### src/rtl/ps2_key_tracker.sv
// PS/2 keyboard receiver that decodes scan-code set 2 make/break sequences
// into a four-slot table of currently held (non-extended) keys.
module ps2_key_tracker #(
  parameter int TIMEOUT_CYCLES = 5000
) (
  input  logic       sys_clk,
  input  logic       sys_rst,
  input  logic       ps2_clk,
  input  logic       ps2_data,
  output logic [7:0] keycode1,
  output logic [7:0] keycode2,
  output logic [7:0] keycode3,
  output logic [7:0] keycode4,
  output logic [7:0] rx_byte,
  output logic       byte_valid,
  output logic       frame_err
);

  localparam int TW = $clog2(TIMEOUT_CYCLES + 1);

  typedef enum logic [1:0] {IDLE = 2'd0, BRK = 2'd1, EXT = 2'd2, EXT_BRK = 2'd3} state_t;

  // Odd parity holds when data bits plus the parity bit contain an odd count of ones.
  function automatic logic odd_parity_ok(input logic [8:0] v);
    return ^v;
  endfunction

  function automatic logic is_ignored(input logic [7:0] b);
    case (b)
      8'h00, 8'hAA, 8'hEE, 8'hFA, 8'hFE, 8'hFF: return 1'b1;
      default:                                  return 1'b0;
    endcase
  endfunction

  logic          clk_meta, clk_sync, clk_prev;
  logic          data_meta, data_sync;
  logic          fall;
  logic          timeout;
  logic          frame_good;
  logic [9:0]    shreg;
  logic [3:0]    bit_cnt;
  logic [TW-1:0] idle_cnt;
  state_t        state;
  logic [7:0]    slot [4];
  logic          present;
  logic          has_empty;
  logic [1:0]    empty_idx;

  // Two-flop synchronizers plus one history flop for falling-edge detection; idle bus is high.
  always_ff @(posedge sys_clk) begin
    if (sys_rst) begin
      clk_meta  <= 1'b1;
      clk_sync  <= 1'b1;
      clk_prev  <= 1'b1;
      data_meta <= 1'b1;
      data_sync <= 1'b1;
    end else begin
      clk_meta  <= ps2_clk;
      clk_sync  <= clk_meta;
      clk_prev  <= clk_sync;
      data_meta <= ps2_data;
      data_sync <= data_meta;
    end
  end

  assign fall    = clk_prev & ~clk_sync;
  assign timeout = (bit_cnt != 4'd0) && !fall && (idle_cnt == TW'(TIMEOUT_CYCLES - 1));
  // shreg holds start..parity; the stop bit is the sample arriving right now.
  assign frame_good = ~shreg[0] & data_sync & odd_parity_ok(shreg[9:1]);

  // Frame receiver: shifts bits in LSB first and judges the frame on the stop-bit sample.
  always_ff @(posedge sys_clk) begin
    if (sys_rst) begin
      shreg      <= 10'd0;
      bit_cnt    <= 4'd0;
      idle_cnt   <= '0;
      rx_byte    <= 8'h00;
      byte_valid <= 1'b0;
      frame_err  <= 1'b0;
    end else begin
      byte_valid <= 1'b0;
      frame_err  <= 1'b0;
      if (fall) begin
        idle_cnt <= '0;
        if (bit_cnt == 4'd10) begin
          bit_cnt <= 4'd0;
          if (frame_good) begin
            rx_byte    <= shreg[8:1];
            byte_valid <= 1'b1;
          end else begin
            frame_err  <= 1'b1;
          end
        end else begin
          shreg   <= {data_sync, shreg[9:1]};
          bit_cnt <= bit_cnt + 4'd1;
        end
      end else if (bit_cnt != 4'd0) begin
        if (timeout) begin
          bit_cnt   <= 4'd0;
          idle_cnt  <= '0;
          frame_err <= 1'b1;
        end else begin
          idle_cnt  <= idle_cnt + TW'(1);
        end
      end else begin
        idle_cnt <= '0;
      end
    end
  end

  // Table lookup for the byte just received: membership and lowest free slot.
  always_comb begin
    present   = (slot[0] == rx_byte) || (slot[1] == rx_byte) ||
                (slot[2] == rx_byte) || (slot[3] == rx_byte);
    has_empty = (slot[0] == 8'h00) || (slot[1] == 8'h00) ||
                (slot[2] == 8'h00) || (slot[3] == 8'h00);
    if (slot[0] == 8'h00) begin
      empty_idx = 2'd0;
    end else if (slot[1] == 8'h00) begin
      empty_idx = 2'd1;
    end else if (slot[2] == 8'h00) begin
      empty_idx = 2'd2;
    end else begin
      empty_idx = 2'd3;
    end
  end

  // Decode FSM and key table, stepped once per received byte.
  always_ff @(posedge sys_clk) begin
    if (sys_rst) begin
      state <= IDLE;
      for (int i = 0; i < 4; i++) slot[i] <= 8'h00;
    end else if (timeout) begin
      state <= IDLE;
    end else if (byte_valid) begin
      case (state)
        IDLE: begin
          if (rx_byte == 8'hF0) begin
            state <= BRK;
          end else if (rx_byte == 8'hE0) begin
            state <= EXT;
          end else if (!is_ignored(rx_byte) && !present && has_empty) begin
            slot[empty_idx] <= rx_byte;
            state <= IDLE;
          end else begin
            state <= IDLE;
          end
        end
        BRK: begin
          for (int i = 0; i < 4; i++) begin
            if (slot[i] == rx_byte) slot[i] <= 8'h00;
          end
          state <= IDLE;
        end
        EXT: begin
          state <= (rx_byte == 8'hF0) ? EXT_BRK : IDLE;
        end
        EXT_BRK: begin
          state <= IDLE;
        end
        default: begin
          state <= IDLE;
        end
      endcase
    end
  end

  assign keycode1 = slot[0];
  assign keycode2 = slot[1];
  assign keycode3 = slot[2];
  assign keycode4 = slot[3];

endmodule

### config.mk
export PLATFORM = sky130hd
export DESIGN_NAME = ps2_key_tracker
export DESIGN_NICKNAME = d
export VERILOG_FILES = /design/src/rtl/ps2_key_tracker.sv
export SDC_FILE = /design/constraint.sdc
export NUM_CORES = 1
export LEC_CHECK = 0
export CAP_MARGIN = 10
export CELL_PAD_IN_SITES_DETAIL_PLACEMENT = 0
export CELL_PAD_IN_SITES_GLOBAL_PLACEMENT = 2
export CORE_ASPECT_RATIO = 1.75
export CORE_MARGIN = 2
export CORE_UTILIZATION = 30
export DETAILED_ROUTE_END_ITERATION = 8
export GPL_ROUTABILITY_DRIVEN = 0
export GPL_TIMING_DRIVEN = 0
export PLACE_DENSITY = 0.81
export SLEW_MARGIN = 20
export SYNTH_ARGS = -nofsm -noshare
export SYNTH_HDL_FRONTEND = slang
export SYNTH_SLANG_ARGS = --single-unit
### constraint.sdc
create_clock -name sys_clk -period 7.9 [get_ports sys_clk]
set_input_delay 1.58 -clock sys_clk [delete_from_list [all_inputs] [get_ports sys_clk]]
set_output_delay 1.58 -clock sys_clk [all_outputs]
set_load 0.05 [all_outputs]
# == Yosys cells after proc, flatten, opt, wreduce, memory -nomap -nowiden ==
# Memories as Yosys holds them, arrays and structs flattened.
# Index checks and enable logic that the tools add are counted.
# Widths: inputs -> output; s select.
# word_totals
regBits,44
mem_bits_rw,32
in_bits,4
mem_count,1
# op_classes
add_sub_neg,2
eq_ne,16
muxes,65
n_bitwise,12
n_reduce_logical,32
# memory_table
memory,words,word_bits,read_ports,rd_clocked_by_memory_dff,wr,line,rtl
slot,4,8,4,0,4,44,logic [7:0] slot [4];
# op_table
cell,count
$eq 8x8->1 const B,7
$mux 1,49
$logic_not 8->1,5
$mux 8,5
$eq 8x8->1,4
$mux 4,4
$add 13x1->13 const B,1
$eq 13x13->1 const B,1
$mux 2,6
$reduce_xor 9->1,1
$reduce_or 8->1,1
$logic_or 1x1->1,6
$pmux 2 s3,1
$reduce_or 6->1,1
$not 1->1,5
$add 4x1->4 const B,1
$eq 2x2->1 const B,2
$eq 4x4->1 const B,1
$logic_and 1x1->1,4
$or 1x1->1,4
$reduce_and 2->1,2
$reduce_bool 2->1,2
$reduce_bool 4->1,1
$reduce_or 2->1,2
other kinds (7),11

# == Depth between registers and ports, before layout ==
# logic_depth
ltp_word,22
depth_mapped,7
mapped_depth_nobuf,7

# == Worst setup path before layout ==
# OpenSTA, ideal clock, no wires.
# synth_path
kind,input to register
start,input sys_rst
end,"memory slot[1][0], enable pin"
setup_ns,0.398
arrival_time_ns,3.062
required_time_ns,7.502
setup_slack_ns,4.440
cell_stages,4
path_buffers,2
path_cell_list,clkbuf_1 -> a31o_2 -> clkbuf_1 -> o41ai_1
# synth_lines
item,line,rtl
start: declaration,7,"input logic sys_rst,"
end: declaration,44,

# == Worst setup path in the final report ==
# layout_path
start,register rx_byte[4]
end,output rx_byte[4]
# layout_lines
item,line,rtl
start: declaration,14,"output logic [7:0] rx_byte,"
start signal: assignment,88,rx_byte <= shreg[8:1];
# No word-level cell between the ends.

==> impl_results.md <==
* Cell Area, Synth at 0.00382 mm²
* Ys Warns at 0
* Commonest non-fill, non-tap cell in the layout: nand2_1
* Max_slew headroom at between 40 and 50%
* Largest delay share family, worst path: buffers and inverters
* Max Slew Vio Count at 0
* Critical path, cell by cell: clkdlybuf4s50_1
* Final WL at 10100 µm
* Worst-path clk slew at 0.05 ns
* Unrepaired setup endpoints after global routing: false
* Worst Hold Class: reg -> reg
* Vias at 3129
* Gate Count Post-Synth at roughly 400
* Row count at 54
* Net Count, Synth at 401
* Post-route cell area at ~0.0048 mm²
* Layout cell share with drive strength beyond 1 at 10.1%
* Ant. Diodes at 0
* First-pass DRT Iterations at 4
* Peak supply drop at 0.0934 mV
* Port Buf Inserts at 44
* CTS tree: yes
* Synth Register Bits at 76
* Die height at 153 µm
* Setup Skew at 0.00443 ns
* Avg Synthesized Cell Area at 9.72 µm²
* Max-Cap Viols at 0
* Number of DRC markers in iteration 0 at 116
* Type of origin of the critical path: register
* Chip width at 89.3 µm
* Max Root-Sink Buffers at 2
* Total CTS buffers at 9
* GRT overflow at 0
* Post-layout min period at 3.30 ns
* Post-Place Cell Area at 0.00448 mm²
* Outcome: complete, no violations
* Fillers at roughly 1300
* Post-synthesis sequential area ratio at between 40% and 50%
* CTS-repair resized insts at 0
* Synth unique cells at 48
* Reg2Reg Depth at 7
* Leakage power at 1.66 nW
* Endpoints failing setup at 0
* Final hold vios at 0
* Critical path depth in cells at 1
* Post-DP HPWL at just under 8000 µm
* Commonest cells after routing, fill and taps aside: 50 x nand2_1, 44 x dfxtp_1, 44 x clkdlybuf4s50_1, 40 x xor2_1, 32 x edfxtp_1
* Post-CTS Setup Bufs at 0
* Crit path arrival time at 1.72 ns
* Worst-margin pin slew at 0.838 ns
* Initial Util at a little under a third
* WL/cell at roughly 16 µm
* Final nets at 457
* Final ANT Viol Nets at 0
* Htree depth at 3
* Leading area contributor after synthesis: edfxtp_1
* Critical path data required time at roughly 6.3 ns
* DRC viols at 0
* Largest net degree at the start of global routing at 13
* Slowest cell on crit path: clkdlybuf4s50_1
* Setup TNS at 0 ns
* Hold Path Depth at 1
* Buf/Inv on CP at 1
* Global-route wire length before repair at 16100 µm
* Initial antenna violation count at 0
* Core ar. at about 0.012 mm²
* Tcrit/Tclk final at 41.7%
* Worst setup path class: reg -> out
* Core Util, Final at 38.7%
* Skew-Pair Late Insertion Delay at 0.33 ns
* Die ar. at 0.0137 mm²
* Total GRT Usage at 15.6%
* Root Driver: clkbuf_16
* Endpoint class of the critical path: primary output
* Vias per cell at 5.03
* P per Cell Area at about 190 mW/mm²
* I/O pin count at 46
* CP max FO at 5
* Max Fclk at slightly above 300 MHz
* EDFF count, synth at 32
* Asr flop ratio synth at 0%
* Clk sink count at 76
* Vias in the first global route at 3098
* Top cell type's share of synthesized area at 25.2%
* Worst stage delay on the critical path at 0.87 ns
* Synth Flop Type: dfxtp_1
* Synth area leaders: edfxtp_1 25%, dfxtp_1 23%, xor2_1 9.2%
* Area Growth Syn to Fin at 25.9%
* CTS Hold Buffers Added at 0
## stage by stage
stage / setup WS [ns] / cells / hold WS, ns / total power (W)
after floorplan: 4.44 / 393 / 0.389 / 0.000475
after global placement: 3.81 / 605 / 0.391 / 0.000495
after detailed placement: 3.95 / 606 / 0.395 / 0.000498
after CTS: 4.31 / 622 / 0.409 / 0.000912
after global routing: 4.53 / 622 / 0.418 / 0.000935
final: 4.60 / 622 / 0.407 / 0.000904
## logic make-up after synthesis
kind of cell,Yosys count,share of synthesized area (%)
buf+inv,33,4.13
flops,76,48.2
fa+ha+maj,4,1.31
xor+xnor,51,13.3
simple gates,179,24.3
compound gates,50,8.72
## cell usage after synthesis (6+ instances only)
cell type,count
a21oi_1,24
buf_2,6
clkbuf_1,13
dfxtp_1,44
edfxtp_1,32
inv_1,6
nand2_1,50
nand3_1,8
nand4_1,15
nor2_1,24
nor3_1,26
nor4_1,26
o31ai_1,10
or2_2,6
xnor2_1,7
xor2_1,40
## flip-flops by register name (all words and copies together) (netlist names), 2 cells and up
name,flops
slot,32
bit_cnt,4
rx_byte,8
idle_cnt,13
state,2
shreg,10
## where the power goes
group	switching, W	internal, W
combinational	0.0000448	0.0000203
sequential	0.00000711	0.000416
clock	0.000149	0.000267
## cell type report
type | instances | area (µm²) | area share, %
Tap cell | 168 | 210 | 4.37
Sequential cell | 76 | 1840 | 38.3
Buffer | 27 | 135 | 2.81
Inverter | 6 | 22.5 | 0.469
Clock buffer | 16 | 313 | 6.51
Multi-Input combinational cell | 284 | 1840 | 38.2
Timing Repair Buffer | 45 | 448 | 9.32
## final timing paths
path | slack, ns | to | start
worst min-delay path | 0.41 | clk_sync | clk_meta
worst min register to register | 0.41 | clk_sync | clk_meta
worst max register to register | 5.08 | slot[0][4] | rx_byte[1]
worst max-delay path | 4.60 | rx_byte[4] | rx_byte[4]
## per-layer routing
| metal | vias up | GRT usage (%) | part of all wire, % |
|---|---|---|---|
| met3 | 21 | 3.46 | 2.8 |
| met2 | 75 | 28.4 | 55 |
| met1 | 1502 | 16.3 | 38 |
| met4 | 0 | 7.25 | 4.0 |
| met5 | - | 0 | 0 |
| li1 | 1531 | - | - |
Power figures use the tool's default switching activity.
